[src/rtl/ctrl_spi_rx.sv]
// Mode-0 SPI control-frame receiver feeding the drawbar registers a16/a8/a5/a4; CTRL_PARITY_EN adds a trailing even-parity bit.
// Latency: register write and upd_valid appear SYNC_STAGES+2 clk_50 cycles after SS_n high is first sampled.
// Backpressure: none; the master is never stalled, and rejected frames only pulse frame_err.
module ctrl_spi_rx #(
    parameter int                A_BITS      = 3,
    parameter logic [A_BITS-1:0] RST_VAL     = A_BITS'(4),
    parameter int                SYNC_STAGES = 2
) (
    input  logic              clk_50,
    input  logic              reset_n,
    input  logic              spi_sclk,
    input  logic              spi_mosi,
    input  logic              spi_ss_n,
    output logic [A_BITS-1:0] a16,
    output logic [A_BITS-1:0] a8,
    output logic [A_BITS-1:0] a5,
    output logic [A_BITS-1:0] a4,
    output logic              upd_valid,
    output logic [1:0]        upd_addr,
    output logic              frame_err
);

`ifdef CTRL_PARITY_EN
    localparam int PAR_BITS = 1;
`else
    localparam int PAR_BITS = 0;
`endif
    localparam int               FRAME_LEN = 16 + PAR_BITS;
    localparam int               CNT_W     = $clog2(FRAME_LEN + 1);
    localparam logic [CNT_W-1:0] FRAME_CNT = CNT_W'(FRAME_LEN);

    typedef enum logic [1:0] {IDLE, SHIFT, OVERRUN, COMMIT} state_t;

    logic [SYNC_STAGES-1:0] sclk_sync;
    logic [SYNC_STAGES-1:0] mosi_sync;
    logic [SYNC_STAGES-1:0] ss_sync;
    logic                   sclk_hist;
    logic                   mosi_hist;
    logic                   ss_hist;
    logic                   sclk_rise;
    logic                   ss_rise;
    logic                   ss_fall;
    logic [SYNC_STAGES:0]   settle;
    logic                   armed;

    state_t                 state;
    logic [CNT_W-1:0]       bit_cnt;
    logic [FRAME_LEN-1:0]   shreg;
    logic [3:0]             frame_addr;
    logic [A_BITS-1:0]      frame_data;
    logic                   parity_ok;
    logic                   frame_ok;

    // Edge pulses are registered; mosi_hist is the MOSI sample aligned with sclk_rise.
    always_ff @(posedge clk_50) begin
        if (!reset_n) begin
            sclk_sync <= '0;
            mosi_sync <= '0;
            ss_sync   <= '1;
            sclk_hist <= 1'b0;
            mosi_hist <= 1'b0;
            ss_hist   <= 1'b1;
            sclk_rise <= 1'b0;
            ss_rise   <= 1'b0;
            ss_fall   <= 1'b0;
            settle    <= '0;
            armed     <= 1'b0;
        end else begin
            sclk_sync <= {sclk_sync[SYNC_STAGES-2:0], spi_sclk};
            mosi_sync <= {mosi_sync[SYNC_STAGES-2:0], spi_mosi};
            ss_sync   <= {ss_sync[SYNC_STAGES-2:0], spi_ss_n};
            sclk_hist <= sclk_sync[SYNC_STAGES-1];
            mosi_hist <= mosi_sync[SYNC_STAGES-1];
            ss_hist   <= ss_sync[SYNC_STAGES-1];
            sclk_rise <= sclk_sync[SYNC_STAGES-1] & ~sclk_hist;
            ss_rise   <= ss_sync[SYNC_STAGES-1] & ~ss_hist;
            ss_fall   <= ~ss_sync[SYNC_STAGES-1] & ss_hist;
            settle    <= {settle[SYNC_STAGES-1:0], 1'b1};
            // The chain's reset value of 1 would fake a falling edge if SS_n is
            // already low; only accept a fall once a real high has been seen.
            if (settle[SYNC_STAGES] && ss_hist)
                armed <= 1'b1;
        end
    end

    assign frame_addr = shreg[FRAME_LEN-1 -: 4];
    assign frame_data = shreg[PAR_BITS +: A_BITS];

`ifdef CTRL_PARITY_EN
    assign parity_ok = ~^shreg;
`else
    logic unused_shreg;
    assign parity_ok    = 1'b1;
    assign unused_shreg = ^shreg;
`endif

    assign frame_ok = (bit_cnt == FRAME_CNT) && (frame_addr[3:2] == 2'b00) && parity_ok;

    always_ff @(posedge clk_50) begin
        if (!reset_n) begin
            state     <= IDLE;
            bit_cnt   <= '0;
            shreg     <= '0;
            a16       <= RST_VAL;
            a8        <= RST_VAL;
            a5        <= RST_VAL;
            a4        <= RST_VAL;
            upd_valid <= 1'b0;
            upd_addr  <= 2'd0;
            frame_err <= 1'b0;
        end else begin
            upd_valid <= 1'b0;
            frame_err <= 1'b0;
            case (state)
                IDLE: begin
                    if (ss_fall && armed) begin
                        state   <= SHIFT;
                        bit_cnt <= '0;
                        shreg   <= '0;
                    end
                end
                SHIFT: begin
                    // SS_n rise has priority over a coincident SCLK rise.
                    if (ss_rise) begin
                        state <= COMMIT;
                    end else if (sclk_rise) begin
                        if (bit_cnt == FRAME_CNT) begin
                            state <= OVERRUN;
                        end else begin
                            shreg   <= {shreg[FRAME_LEN-2:0], mosi_hist};
                            bit_cnt <= bit_cnt + CNT_W'(1);
                        end
                    end
                end
                OVERRUN: begin
                    if (ss_rise) begin
                        frame_err <= 1'b1;
                        state     <= IDLE;
                    end
                end
                COMMIT: begin
                    state <= IDLE;
                    if (frame_ok) begin
                        upd_valid <= 1'b1;
                        upd_addr  <= frame_addr[1:0];
                        case (frame_addr[1:0])
                            2'd0: a16 <= frame_data;
                            2'd1: a8  <= frame_data;
                            2'd2: a5  <= frame_data;
                            2'd3: a4  <= frame_data;
                        endcase
                    end else begin
                        frame_err <= 1'b1;
                    end
                end
                default: state <= IDLE;
            endcase
        end
    end

endmodule

[config.mk]
export PLATFORM = sky130hd
export DESIGN_NAME = ctrl_spi_rx
export DESIGN_NICKNAME = d
export VERILOG_FILES = /design/src/rtl/ctrl_spi_rx.sv
export SDC_FILE = /design/constraint.sdc
export NUM_CORES = 1
export LEC_CHECK = 0
export CELL_PAD_IN_SITES_DETAIL_PLACEMENT = 0
export CELL_PAD_IN_SITES_GLOBAL_PLACEMENT = 1
export CORE_MARGIN = 2
export CORE_UTILIZATION = 30
export DETAILED_ROUTE_END_ITERATION = 10
export PLACE_DENSITY = 0.69
export SLEW_MARGIN = 20
export SYNTH_ARGS = -nofsm -noshare
export SYNTH_HDL_FRONTEND = slang
export SYNTH_SLANG_ARGS = --single-unit
[constraint.sdc]
create_clock -name clk_50 -period 2.1 [get_ports clk_50]
set_input_delay 0.315 -clock clk_50 [delete_from_list [all_inputs] [get_ports clk_50]]
set_output_delay 0.315 -clock clk_50 [all_outputs]
set_load 0.005 [all_outputs]
==> results.md <==
* Syn Nets at 184
* Most common cell after layout, fill and taps aside: dfxtp_1
* Longest Clk Path Bufs at 2
* Crit-path max cell delay at 0.49 ns
* Tcrit/Tclk final at 84.90%
* CTS tree: built
* Layout cells sized above 1 at 7.143%
* WP data required at 2.29 ns
* Buf/Inv on CP at 1
* Synthesized cell area at 1913 um2
* Commonest non-fill, non-tap cells in the layout: dfxtp_1 (55), clkdlybuf4s50_1 (20), a22o_1 (17), nand2_1 (15), nand3_1 (9)
* Max-slew violation count at 0
* Storage cell area at 1101 um2
* YS warnings at 0
* Filler cell count at 636
* Clk_lat worst skew at 0.30 ns
* Multiplexer area fraction after synthesis at 3.728%
* CP Class: register to register
* #FFs+latches synth at 55
* DR pass1 iterations at 4
* Cells along the critical path: inv_1 -> ha_1 -> and4bb_4 -> o311a_4 -> mux2_2
* Reg-to-reg startpoint: bit_cnt[0]
* Synth area leader: dfxtp_1
* Setup ws final at 0.3171 ns
* Placeable Area at 6241 um2
* Detailed placement HPWL at 2072 um
* Worst hold endpoint: sclk_rise
* RSZ-0062 raised after global routing: no
* Post-synthesis xor/xnor area fraction at 0%
* Number of global-route vias before repair at 1,242
* Lkg Pwr at 0.0008496 uW
* Hold Path Cell Cnt at 1
* Synth unique cells at 34
* Die Ht at 83.86 um
* Worst-path clk slew at 0.09 ns
* Crit. End Element: register
* I/O Buffers at 20
* PwrDens at 737.4 nW/um2
* Peak supply drop at 0.0002724 V
* Async SR Flop Fraction at 0%
* Total track usage at 9.824%
* Maximum capacitance violations at 0
* Synth Area in Simple Gates at 18.31%
* Busiest layer in global routing: met2
* FF-to-FF End: bit_cnt[0]
* Post-synth top area share at 57.55%
* Share of the yosys chip area belonging to registers at 57.55%
* FF-to-FF path depth at 5
* Detailed-route wire length at 3150 um
* Cts bufs inserted at 5
* Via count at 1,260
* Final setup fails at 0
* Cells after synthesis at 177
* Area taken by multi-input logic gates at 735.7 um2
* 1st-iter DRT viols at 60
* Slowest cell on crit path: o311a_4
* Largest net degree at the start of global routing at 36
* Syn Area/Cell at 10.81 um2
* Largest family of logic cells by synthesized area: simple AND/OR/NAND/NOR gates
* Initial antenna violation count at 0
* DRC errors left at 0
* GR Overflow Total at 0
* Clock root cell: clkbuf_8
* Syn-to-layout area delta at 17.85%
* Routed wire length per instance at 11.54 um
* ANT nets after route at 0
* Num ports at 21
* Origin of the worst min-delay path: sclk_hist
* Routability Congestion at 0.6713
* R2R setup slack at 0.32 ns
* First-pass GRT wire length at 5699 um
* Site Rows at 29
* Grt met1 use at 12.80%
* Horiz. Die Dim at 83.86 um
* Met3 Use GR at 3.264%
* Headroom to the max-slew limit at 79.54%
* Post-place setup slack at 0.2733 ns
* Starting Density at 30.65%
* Post-synth EDFFs at 0
* Synth Area in Adders at 1.308%
* Antenna Diode Count at 0
* Setup bufs post-CTS at 0
* Setup TNS at 0 ns
* CP Max Fanout at 21
* Minimum clock period at 1.783 ns
* Vias per inst at 4.615
* Ys flop type: dfxtp_1
* Kind of cell adding the most delay to the critical path: compound AO/OA/AOI/OAI gates
* Hold Crit Class: register to register
* Number of hold buffers added after cts at 0
* Post-CTS resize count at 0
* F_max at 560.9 MHz
* H-Tree Depth at 2
* Hold Vio Cnt, Final at 0
* Total clock sinks at 55
* Slew @ Worst Pin at 0.3069 ns
* Die area at 7032 um2
* Critical Path Source Type: register
* Synth top area cells: dfxtp_1 (58%), a22o_1 (7.8%), mux2i_1 (3.1%)
* Worst EP arrival at 1.98 ns
* Overall power at 1663 uW
* Synth Area in Compound Gates at 15.11%
* Outcome: finished, final reports clean
* Final net count at 203
* Met2 usage at 15.20%
* Worst Skew at 0.005983 ns
through the flow:
| step | cells | utilization (%) | cell area [um2] | hold slack, ns |
|---|---|---|---|---|
| after floorplan | 177 | - | 1913 | 0.3427 |
| after global placement | 266 | 34.72 | 2167 | 0.3745 |
| after detailed placement | 266 | 34.72 | 2167 | 0.3838 |
| after CTS | 273 | 36.13 | 2255 | 0.3936 |
| after global routing | 273 | 36.13 | 2255 | 0.4142 |
| final | 273 | 36.13 | 2255 | 0.3889 |
power by group:
| part | leakage (uW) | total (uW) | internal (uW) | switching (uW) |
|---|---|---|---|---|
| clock network | 0.0000470 | 567 | 259 | 307 |
| registers | 0.000446 | 1060 | 1050 | 4.21 |
| logic | 0.000357 | 37.8 | 17.2 | 20.5 |
| total | 0.000850 | 1660 | 1330 | 332 |
worst max path at each step:
stage	start	endpoint	cells after the start	slack (ns)
after floorplan	bit_cnt[0]	shreg[0]	6	0.45
after global placement	reset_n	bit_cnt[0]	4	0.30
after detailed placement	reset_n	bit_cnt[4]	5	0.27
after CTS	bit_cnt[0]	bit_cnt[0]	5	0.30
after global routing	bit_cnt[0]	bit_cnt[3]	7	0.23
final	bit_cnt[0]	bit_cnt[0]	5	0.32
metal layers:
| layer | vias to the layer above | share of wire, % |
|---|---|---|
| met5 | - | 0 |
| met4 | 0 | 1.6 |
| met3 | 7 | 3.9 |
| met2 | 18 | 45 |
| met1 | 575 | 50 |
| li1 | 660 | - |
kinds of logic after synthesis:
group,after synthesis
multiplexers,7
flip-flops,55
AO/OA/AOI/OAI,39
buffers and inverters,14
adder cells (fa/ha/maj),2
AND/OR/NAND/NOR,60
final cells by class:
type                       count  area share, %
sequential                    55          48.83
tap                           77          4.273
multi-input combinational    108          32.63
inverter                       3         0.4994
clock buffer                   6          3.663
clock inverter                 1         0.2220
timing repair buffer          23          9.878
state kept, by name, summed over array words and instances (netlist names):
signal / flops
a8: 3
sclk_hist: 1
ss_rise: 1
armed: 1
bit_cnt: 5
sclk_rise: 1
a5: 3
mosi_hist: 1
settle: 3
ss_hist: 1
state: 2
upd_valid: 1
shreg: 16
a4: 3
a16: 3
sclk_sync: 2
upd_addr: 2
mosi_sync: 2
ss_sync: 2
ss_fall: 1
frame_err: 1
Yosys cell counts, types with 3 or more instances:
cell type	instances
dfxtp_1	55
a22o_1	17
nand2_1	15
nand3_1	9
and2_1	8
nor2_1	7
mux2i_1	6
nand2b_1	6
o21ai_0	6
o21ai_1	6
clkbuf_1	4
a21oi_1	3
buf_2	3
inv_1	3
nand4_1	3
Note: power is estimated with default switching activity, not from simulation.
==> variant, RTL diff (same settings) <==
Re-encode `state_t` (4 states) as one-hot, 4 bits wide.
--- a/src/rtl/ctrl_spi_rx.sv
+++ b/src/rtl/ctrl_spi_rx.sv
@@ -29,7 +29,7 @@
     localparam int               CNT_W     = $clog2(FRAME_LEN + 1);
     localparam logic [CNT_W-1:0] FRAME_CNT = CNT_W'(FRAME_LEN);
 
-    typedef enum logic [1:0] {IDLE, SHIFT, OVERRUN, COMMIT} state_t;
+    typedef enum logic [3:0] {IDLE = 4'b0001, SHIFT = 4'b0010, OVERRUN = 4'b0100, COMMIT = 4'b1000} state_t;
 
     logic [SYNC_STAGES-1:0] sclk_sync;
     logic [SYNC_STAGES-1:0] mosi_sync;
Function: no difference found for any inputs over 10 cycles, from zero or initial values and one cycle with reset_n low; not proved beyond that.
==> variant against the original RTL <==
Sequential cell count rose by 2; critical path depth shrank 1; wire length rose by 39%; worst setup slack got worse by 0.053 ns; synthesized area is 13% higher; final area increased by 20%; first-iteration DRC count increased by 90%; count of clock-buffer cells in the layout rose by 5; largest cell class unchanged.
Power is not compared: it rests on default switching activity, and its combinational part moved more than twofold at a synthesized area within 25%.
==> variant: results (changes against the original RTL) <==
| Metric | Value |
|---|---|
| Count of yosys warnings during synthesis | `0 (unchanged)` |
| Leading post-synthesis cells by cell area | `dfxtp_1 53%, mux2i_1 7.4%, o32ai_1 6.5%` |
| DP HPWL | `2950 um (+42%)` |
| Critical path's slowest cell | `or4_4` |
| Data arrival at the endpoint of the critical path | `2.06 ns (+0.08 ns)` |
| Reg2Reg Depth | `4 (-1)` |
| Worst setup skew after layout | `0.0133 ns (+0.00728 ns)` |
| Cell count after placement | `330 (+24%)` |
| Largest regs | `shreg (16), bit_cnt (5), state (4)` |
| Filler cells | `688 (+8.2%)` |
| Skew-Pair Late Insertion Delay | `0.34 ns (+0.04 ns)` |
| Result of the run | `finished clean` |
| Cell family with most CP delay | `simple AND/OR/NAND/NOR gates` |
| Count of H-tree levels built during CTS | `3 (+1)` |
| Via Count | `1597 (+27%)` |
| Delay of the slowest critical-path stage | `0.53 ns (+0.04 ns)` |
| Overall routing resource usage | `0.121 (+0.0232)` |
| Num CTS Buffers | `9 (+4)` |
| Crit-path max FO | `10 (-52%)` |
| Maximum number of pins on one net before global-route repair | `25 (-31%)` |
| Launching instance or port of the critical path | `state[1]` |
| Number of DRC markers in iteration 0 | `114 (+90%)` |
| Via count of the first global-routing pass | `1484 (+19%)` |
| Slew at the pin closest to its max-slew limit | `0.522 ns (+0.215 ns)` |
| Global-route wire length before repair | `7180 um (+26%)` |
| WL per Instance | `12.6 um (+9.5%)` |
| Distinct cells, synth | `37 (+8.8%)` |
| Number of nets in the final layout | `252 (+24%)` |
variant: worst paths after layout:
path                endpoint  slack [ns]
setup / recovery  bit_cnt[3]        0.26
hold / removal     sclk_rise        0.38
setup reg to reg  bit_cnt[3]        0.26
hold reg to reg    sclk_rise        0.38
variant: cells by family (layout without fill, tap and decap cells):
kind of cell / Yosys count / count (layout) / share of synthesized area
DFF: 57 / 57 / 0.530
buffers and inverters: 20 / 52 / 0.0447
and+or+nand+nor: 93 / 93 / 0.231
muxes: 16 / 16 / 0.0743
adders and majority gates: 2 / 2 / 0.0116
AOI/OAI and AO/OA: 30 / 30 / 0.109
variant: layout make-up:
type | count | area, sq um | share of cell area
clock buffers | 11 | 141 | 0.0521
clock inverters | 5 | 78.8 | 0.0291
inverters | 5 | 18.8 | 0.00692
multi-input cells | 141 | 917 | 0.338
flip-flops and latches | 57 | 1140 | 0.421
well taps | 96 | 120 | 0.0443
repair buffers | 31 | 295 | 0.109
variant: stage by stage:
step                 util  setup slack (ns)  hold WS (ns)  power [mW]  area [sq um]
floorplan               -             0.223         0.343        1.20          2150
global placement    0.363             0.285         0.372        1.22          2490
detailed placement  0.363             0.261         0.376        1.22          2490
CTS                 0.395             0.256         0.381        2.35          2710
global route        0.395            0.0822         0.414        2.41          2710
finish              0.395             0.264         0.379        2.32          2710
variant: per-layer routing:
metal,up-vias,share of wire,track usage
li1,830,-,-
met1,731,0.52,0.173
met2,28,0.42,0.159
met3,8,0.036,0.0457
met4,0,0.018,0.0579
met5,-,0,0
variant: power breakdown:
group          total, mW  switching, mW  internal (mW)
logic             0.0771         0.0397         0.0374
registers           1.12         0.0178           1.10
clock network       1.13          0.429          0.698
